--- src/rtl/i2s_dac_tx.sv ---
// Philips I2S transmitter for the codec DAC: one mono sample per frame, sent
// MSB first on both channels with the standard one-BCLK data delay.
module i2s_dac_tx #(
    parameter int SAMPLE_W = 16,
    parameter int BCLK_DIV = 4
) (
    input  logic                Clk,
    input  logic                Reset,
    input  logic                enable,
    input  logic [SAMPLE_W-1:0] sample_in,
    input  logic                sample_valid,
    output logic                sample_ack,
    output logic                AUD_BCLK,
    output logic                AUD_DACLRCK,
    output logic                AUD_DACDAT,
    output logic                busy,
    output logic                underrun
);

    localparam int DIV_W = (BCLK_DIV > 1) ? $clog2(BCLK_DIV) : 1;
    localparam int CNT_W = $clog2(2 * SAMPLE_W);
    localparam int IDX_W = (SAMPLE_W > 1) ? $clog2(SAMPLE_W) : 1;

    localparam logic [DIV_W-1:0] DIV_LAST = DIV_W'(BCLK_DIV - 1);
    localparam logic [CNT_W-1:0] LAST_BIT = CNT_W'(2 * SAMPLE_W - 1);

    typedef enum logic {IDLE, RUN} state_t;

    state_t              state, state_nxt;
    logic [DIV_W-1:0]    div_cnt, div_cnt_nxt;
    logic [CNT_W-1:0]    bit_cnt, bit_cnt_nxt;
    logic [SAMPLE_W-1:0] word, word_nxt;
    logic                prev_lsb, prev_lsb_nxt;
    logic                bclk, bclk_nxt;
    logic                lrck, lrck_nxt;
    logic                dat, dat_nxt;
    logic                ack, ack_nxt;
    logic                urun, urun_nxt;

    logic [CNT_W-1:0]    bit_new;
    logic [CNT_W-1:0]    pos;
    logic                slot_right;
    logic [IDX_W-1:0]    idx;

    always_ff @(posedge Clk) begin
        if (Reset) begin
            state    <= IDLE;
            div_cnt  <= '0;
            bit_cnt  <= '0;
            word     <= '0;
            prev_lsb <= 1'b0;
            bclk     <= 1'b0;
            lrck     <= 1'b0;
            dat      <= 1'b0;
            ack      <= 1'b0;
            urun     <= 1'b0;
        end else begin
            state    <= state_nxt;
            div_cnt  <= div_cnt_nxt;
            bit_cnt  <= bit_cnt_nxt;
            word     <= word_nxt;
            prev_lsb <= prev_lsb_nxt;
            bclk     <= bclk_nxt;
            lrck     <= lrck_nxt;
            dat      <= dat_nxt;
            ack      <= ack_nxt;
            urun     <= urun_nxt;
        end
    end

    // Slot position after the next BCLK fall; p=0 replays the previous slot's LSB.
    always_comb begin
        bit_new    = (bit_cnt == LAST_BIT) ? '0 : bit_cnt + CNT_W'(1);
        slot_right = (bit_new >= CNT_W'(SAMPLE_W));
        pos        = slot_right ? bit_new - CNT_W'(SAMPLE_W) : bit_new;
        idx        = (pos == '0) ? '0 : IDX_W'(SAMPLE_W - int'(pos));
    end

    always_comb begin
        state_nxt    = state;
        div_cnt_nxt  = div_cnt;
        bit_cnt_nxt  = bit_cnt;
        word_nxt     = word;
        prev_lsb_nxt = prev_lsb;
        bclk_nxt     = bclk;
        lrck_nxt     = lrck;
        dat_nxt      = dat;
        ack_nxt      = 1'b0;
        urun_nxt     = urun;

        unique case (state)
            IDLE: begin
                div_cnt_nxt = '0;
                bit_cnt_nxt = '0;
                bclk_nxt    = 1'b0;
                lrck_nxt    = 1'b0;
                dat_nxt     = 1'b0;
                if (enable) begin
                    state_nxt = RUN;
                    dat_nxt   = prev_lsb;
                    if (sample_valid) begin
                        word_nxt = sample_in;
                        ack_nxt  = 1'b1;
                    end else begin
                        urun_nxt = 1'b1;
                    end
                end
            end
            RUN: begin
                if (div_cnt == DIV_LAST) begin
                    div_cnt_nxt = '0;
                    bclk_nxt    = ~bclk;
                    if (bclk) begin
                        bit_cnt_nxt = bit_new;
                        lrck_nxt    = slot_right;
                        dat_nxt     = word[idx];
                        // Disable is only honoured here so a frame is never cut short.
                        if (bit_cnt == LAST_BIT) begin
                            prev_lsb_nxt = word[0];
                            if (enable) begin
                                if (sample_valid) begin
                                    word_nxt = sample_in;
                                    ack_nxt  = 1'b1;
                                end else begin
                                    urun_nxt = 1'b1;
                                end
                            end else begin
                                state_nxt = IDLE;
                                lrck_nxt  = 1'b0;
                                dat_nxt   = 1'b0;
                            end
                        end
                    end
                end else begin
                    div_cnt_nxt = div_cnt + DIV_W'(1);
                end
            end
            default: state_nxt = IDLE;
        endcase
    end

    assign sample_ack  = ack;
    assign AUD_BCLK    = bclk;
    assign AUD_DACLRCK = lrck;
    assign AUD_DACDAT  = dat;
    assign busy        = (state == RUN);
    assign underrun    = urun;

endmodule
--- config.mk ---
export PLATFORM = sky130hd
export DESIGN_NAME = i2s_dac_tx
export DESIGN_NICKNAME = d
export VERILOG_FILES = /design/src/rtl/i2s_dac_tx.sv
export SDC_FILE = /design/constraint.sdc
export NUM_CORES = 1
export LEC_CHECK = 0
export ABC_AREA = 1
export BUFFER_PORTS_ARGS = -buffer_cell sky130_fd_sc_hd__buf_4
export CAP_MARGIN = 20
export CORE_MARGIN = 4
export CORE_UTILIZATION = 57
export CTS_BUF_LIST = sky130_fd_sc_hd__clkbuf_8
export CTS_CLUSTER_SIZE = 8
export DETAILED_ROUTE_END_ITERATION = 8
export PLACE_DENSITY = 0.81
export SLEW_MARGIN = 20
export SYNTH_ARGS = -nofsm -noshare
export SYNTH_HDL_FRONTEND = slang
export SYNTH_SLANG_ARGS = --single-unit
--- constraint.sdc ---
create_clock -name Clk -period 2.3 [get_ports Clk]
set_input_delay 0.23 -clock Clk [delete_from_list [all_inputs] [get_ports Clk]]
set_output_delay 0.23 -clock Clk [all_outputs]
set_load 0.02 [all_outputs]
## Word-level counts from Yosys, hierarchy flattened

Index checks and enable logic that the tools add are counted.

- Flip-flop bits (word level): 30
- Input port bits: 20
- Logic and storage cells: 73

- Add/sub/neg operators: 4
- Order comparisons: 2
- Equal/unequal tests: 5
- Muxes and demuxes: 46
- Bitwise operators: 2
- Reductions and logical operators: 4

Operators by type and width:

| kind | count |
|---|---|
| 16-bit 2-to-1 mux | 5 |
| 16-bit one-hot mux with 2 select lines | 1 |
| 1-bit 2-to-1 mux | 25 |
| 5-bit 2-to-1 mux | 4 |
| 1-bit one-hot mux with 2 select lines | 6 |
| 5-bit one-hot mux with 2 select lines | 1 |
| 2-bit by 1-bit inequality test with 1-bit output (second input constant) | 3 |
| 5-bit by 1-bit adder with 5-bit output (second input constant) | 1 |
| 5-bit == test (second input constant) | 1 |
| 5-bit >= comparator (second input constant) | 1 |
| 5-bit logical NOT | 1 |
| 4-bit by 5-bit < comparator with 1-bit output (second input constant) | 1 |
| 5-bit subtractor (second input constant) | 1 |
| 1-bit binary-select mux with 4-bit select | 1 |
| 4-bit 2-to-1 mux | 1 |
| 2-bit one-hot mux with 2 select lines | 1 |
| 4-bit AND reduction | 1 |
| 1-bit by 4-bit subtractor with 4-bit output (first input constant) | 1 |
| 3-bit AND reduction | 1 |
| 2-bit by 1-bit adder with 2-bit output (second input constant) | 1 |
| 2-bit == test (second input constant) | 1 |
| 2-bit 2-to-1 mux | 1 |
| 1-bit inverter | 2 |
| 2-bit AND reduction | 1 |

## Depth between registers and ports, before layout

- Word-level depth: 13
- Gate-level depth with buffers: 15
- Depth with buffers taken out: 14

## Worst setup path after synthesis

Ideal clock, no wire load.

- Path type: register -> register
- From: register bit_cnt[0]
- To: register dat (netlist: AUD_DACDAT)
- Setup time: 0.066 ns
- Arrival: 1.829 ns
- Required time: 2.234 ns
- Setup slack: 0.405 ns
- Stages on the path, launching flop included: 16
- Path buffers: 1
- Clock period less this slack: 1.895 ns
- Path through: dfxtp_1 > ha_1 > nand2_1 > nor2_1 > ha_1 > buf_4 > inv_1 > nand2_2 > nor2_1 > nor2_1 > nand2_1 > nand3_1 > nand2_1 > nand2_1 > nand3_2 > a21oi_2

- Longest elaborated chain between the ends: 13

Ends and longest elaborated chain:

| element | RTL line | text |
|---|---|---|
| start: declaration | 31 | `logic [CNT_W-1:0] bit_cnt, bit_cnt_nxt;` |
| start signal: assignment | 60 | `bit_cnt <= bit_cnt_nxt;` |
| 5-bit by 1-bit adder with 5-bit output / 5-bit == test (equally long branches) | 73, 118 |  |
| 5-bit 2-to-1 mux | 73 | `bit_new = (bit_cnt == LAST_BIT) ? '0 : bit_cnt + CNT_W'(1);` |
| 5-bit subtractor / 5-bit >= comparator (equally long branches) | 75, 74 |  |
| 5-bit 2-to-1 mux | 75 | `pos = slot_right ? bit_new - CNT_W'(SAMPLE_W) : bit_new;` |
| 1-bit by 4-bit subtractor with 4-bit output / 5-bit logical NOT (equally long branches) | 76 | `idx = (pos == '0) ? '0 : IDX_W'(SAMPLE_W - int'(pos));` |
| 4-bit 2-to-1 mux | 76 |  |
| 1-bit binary-select mux with 4-bit select | 116 | `dat_nxt = word[idx];` |
| 1-bit 2-to-1 mux (implied by the code) | 116 |  |
| 1-bit 2-to-1 mux | 120 | `if (enable) begin` |
| 1-bit 2-to-1 mux (*) | 118 | `if (bit_cnt == LAST_BIT) begin` |
| 1-bit 2-to-1 mux (*) | 113 | `if (bclk) begin` |
| 1-bit 2-to-1 mux (*) | 110 | `if (div_cnt == DIV_LAST) begin` |
| 1-bit one-hot mux with 2 select lines (*) | 91 | `unique case (state)` |
| end signal: assignment | 65 | `dat <= dat_nxt;` |
| end: declaration | 36 | `logic dat, dat_nxt;` |

Every way passes the cells marked *; elsewhere a longest branch is shown, timed or not. The select of a mux whose other input is x is not followed.
A chain may end at the register's enable or synchronous reset.

## Worst setup path in the final report

Same ends and word-level chain as after synthesis.

==> qor.yml <==
dr_total_vias: 1377
netlist_area_um2: 1430
startpoint_type: "flip-flop"
overflow: 0
nNetsFinal: 257
htree_num_levels: 2
area.growth.synth_to_final_pct: 20.8
crit_top_cell: "nand2_1"
run_status: "completed"
postRouteAntennaNets: 0
path_buf_inv: 2
cts_tree: "done"
rr_endpoint: "AUD_DACDAT$_SDFFE_PP0P_"
ir_drop_mv: 0.576
synth_top_area_cell: "dfxtp_1"
i_o_pin_count: 26
route.final.wire_length_um: 3060
holdCritPathClass: "in -> reg"
cell_types_occupying_the_most_area_after_synthesis: "dfxtp_1 42%, nand2_1 11%, inv_1 7.9%"
clock_input_transition_at_the_sequential_cells_of_the_worst_setup_and_hold_paths_ps: 60
clock_sink_count: 30
initial_drt_markers: 49
number_of_antenna_violations_at_the_first_check_in_global_routing: 0
critPathMaxStageDelay_ps: 360
pwr_density_cell_nw_per_um2: 629
reg2reg_slack_ps: 290
reg2reg_from: "bit_cnt[0]$_SDFFE_PP0P_"
number_of_flops_mapped_to_enable_cells_by_yosys: 0
fp-row-count: 17
final.period_utilization_pct: 87.3
detailedPlacementHpwl_um: 2390
crit_path_top_delay_cell: "dfxtp_2"
antennaDiodeCount: 0
synth_cell_types: 25
list_of_cells_traversed_by_the_critical_path: "ha_1, nand2_1, nor2_1, ha_1, buf_4, o21ai_0, inv_1, nand3_1, nand2_1, nand2_1, nand3_2, a21oi_2"
fmax_ghz: 0.498
netlist.area_leader.share_pct: 41.9
drt_pre_antenna_iters: 4
synth-seq-area-share_pct: 41.9
critPathMaxFanout: 6
die_h_um: 58.1
async_reset_ff_share_pct: 0
timing.hold.worst_endpoint: "bit_cnt[0]$_SDFFE_PP0P_"
grt_pass1_vias: 1284
global_route_wire_length_before_repair_um: 5200
number_of_cells_on_the_worst_reg_to_reg_path: 12
maxSlewHeadroom_pct: 64.2
syn_nets: 230
numCtsBuffers: 5
flop_and_latch_count_out_of_synthesis: 30
setup.worst_path.class: "reg -> reg"
worstMarginPinSlew_ps: 537
crit_family: "simple AND/OR/NAND/NOR gates"
worstPathArrival_ps: 2230
clock-skew-final_ps: 4.55
hold_viol_final: 0
drv_slew: 0
postLayoutCellArea_um2: 1730
power.leakage_nw: 0.776
summed_negative_setup_slack_over_all_endpoints_ps: 0
post_route_cells_drive_above_1_share_pct: 18.4
initial_core_utilization_pct: 62.4
core_box_area_um2: 2300
hold_path_depth: 2
post_drt_wl_per_cell_um: 11.7
die_width_um: 58.1
drt-vias-per-instance: 5.26
clock_latency_ps: 280
synth.yosys.warnings: 0
cts.hold.buffers_added: 0
global_router_s_overall_resource_usage_pct: 20.1
drt_drc_violations_left: 0
grt_max_degree: 34
dieArea_um2: 3380
worstSetupEndpointType: "flip-flop"
fin_crit_ps: 2010
timing.max_cap.violations: 0
clock-root-buffer: "clkbuf_8"
post-synth-top-count-cell: "nand2_1"
crit_required_ps: 2520
numPortBuffers: 25
report.final.setup_viol: 0
cts.path.max_buffers: 2
synth_top_cells_by_count: "41 x nand2_1, 30 x dfxtp_1, 30 x inv_1"
dpl_cell_area_um2: 1640
postCtsSetupBuffers: 0
place_congestion: 0.909
dominantRegCellSynth: "dfxtp_1"
syn_avg_cell_area_um2: 6.95
gate_count_of_the_mapped_netlist: 206
rsz0062_at_grt: "no"
hold_path_startpoint: "Reset"
-- cell families after synthesis --
kind of cell               share of synthesized area [%]
DFF                                                 41.9
buffers and inverters                               10.7
and+or+nand+nor                                     24.9
AOI/OAI and AO/OA                                   19.0
adders and majority gates                           3.49
-- per-stage QoR --
stage	power (mW)	util, %	cells	setup slack (ps)	hold WS [ps]
CTS	1.10	75.3	262	218	181
global route	1.14	75.3	262	84.7	182
floorplan	0.626	-	206	405	390
detailed placement	0.677	71.3	254	245	449
finish	1.09	75.3	262	292	183
global placement	0.671	71.3	254	315	413
-- placed cells by master, fill, tap and decap left out --
master     instances
clkbuf_8           6
nor3_1             1
a311oi_1           1
o22ai_1            2
nand2_1           41
o21ai_0           22
inv_2              2
nand2_2            2
o21ai_1            2
ha_1               4
clkinv_2           1
and3_1             1
o2111ai_2          1
nand3_1           14
nor2_1            20
a21oi_1           20
buf_4             27
nand4_1            2
dfxtp_1           29
dfxtp_2            1
a21oi_2            1
nor2_4             1
nand3_2            1
inv_1             31
o31ai_1            1
-- metal layers --
metal	vias to the layer above	track usage (%)	share of wire, %
met5	-	0	0
met4	0	10.3	2.3
met3	10	6.90	6.7
met2	40	34.8	50
met1	608	21.4	41
li1	719	-	-
-- flip-flops by register name, summed over array words and instances, names as in the netlist --
name and count:
AUD_DACDAT 1, div_cnt 2, busy 1, AUD_DACLRCK 1
underrun 1, prev_lsb 1, sample_ack 1, word 16
bit_cnt 5, AUD_BCLK 1
-- where the power goes --
part	switching, mW	internal, mW	total [mW]	leakage, nW
clock	0.189	0.236	0.425	0.0524
sequential	0.0100	0.541	0.551	0.244
combinational	0.0620	0.0504	0.112	0.480
total	0.261	0.827	1.09	0.776
-- worst reg2reg max path, cell delays in order, from the launching register on --
cell,delay (ps)
dfxtp_2,360
ha_1,240
nand2_1,100
nor2_1,60
ha_1,190
buf_4,160
o21ai_0,310
inv_1,110
nand3_1,100
nand2_1,60
nand2_1,70
nand3_2,80
a21oi_2,110
-- repair_timing --
item / in CTS / in global routing
endpoints found under the setup margin: 0 / 1
endpoints found under the hold margin: 0 / 0
gates resized for setup: 0 / 1
-- worst max path at each step --
stage,start,end,slack (ps),cells past startpoint
after CTS,bit_cnt[0]$_SDFFE_PP0P_,AUD_DACDAT$_SDFFE_PP0P_,220,14
after detailed placement,bit_cnt[0]$_SDFFE_PP0P_,AUD_DACDAT$_SDFFE_PP0P_,250,13
after global placement,bit_cnt[0]$_SDFFE_PP0P_,AUD_DACDAT$_SDFFE_PP0P_,310,14
final,bit_cnt[0]$_SDFFE_PP0P_,AUD_DACDAT$_SDFFE_PP0P_,290,12
after floorplan,bit_cnt[0]$_SDFFE_PP0P_,AUD_DACDAT$_SDFFE_PP0P_,400,15
after global routing,bit_cnt[0]$_SDFFE_PP0P_,AUD_DACDAT$_SDFFE_PP0P_,80,14
-- cell type report --
| class | count | area [um^2] |
|---|---|---|
| Timing Repair Buffer | 27 | 203 |
| Clock buffer | 6 | 82.6 |
| Inverter | 32 | 120 |
| Sequential cell | 30 | 602 |
| Multi-Input combinational cell | 137 | 679 |
| Tap cell | 28 | 35.0 |
| Clock inverter | 2 | 8.76 |
| Fill cell | 185 | 567 |
No activity file was read; power rests on OpenSTA's default activity.
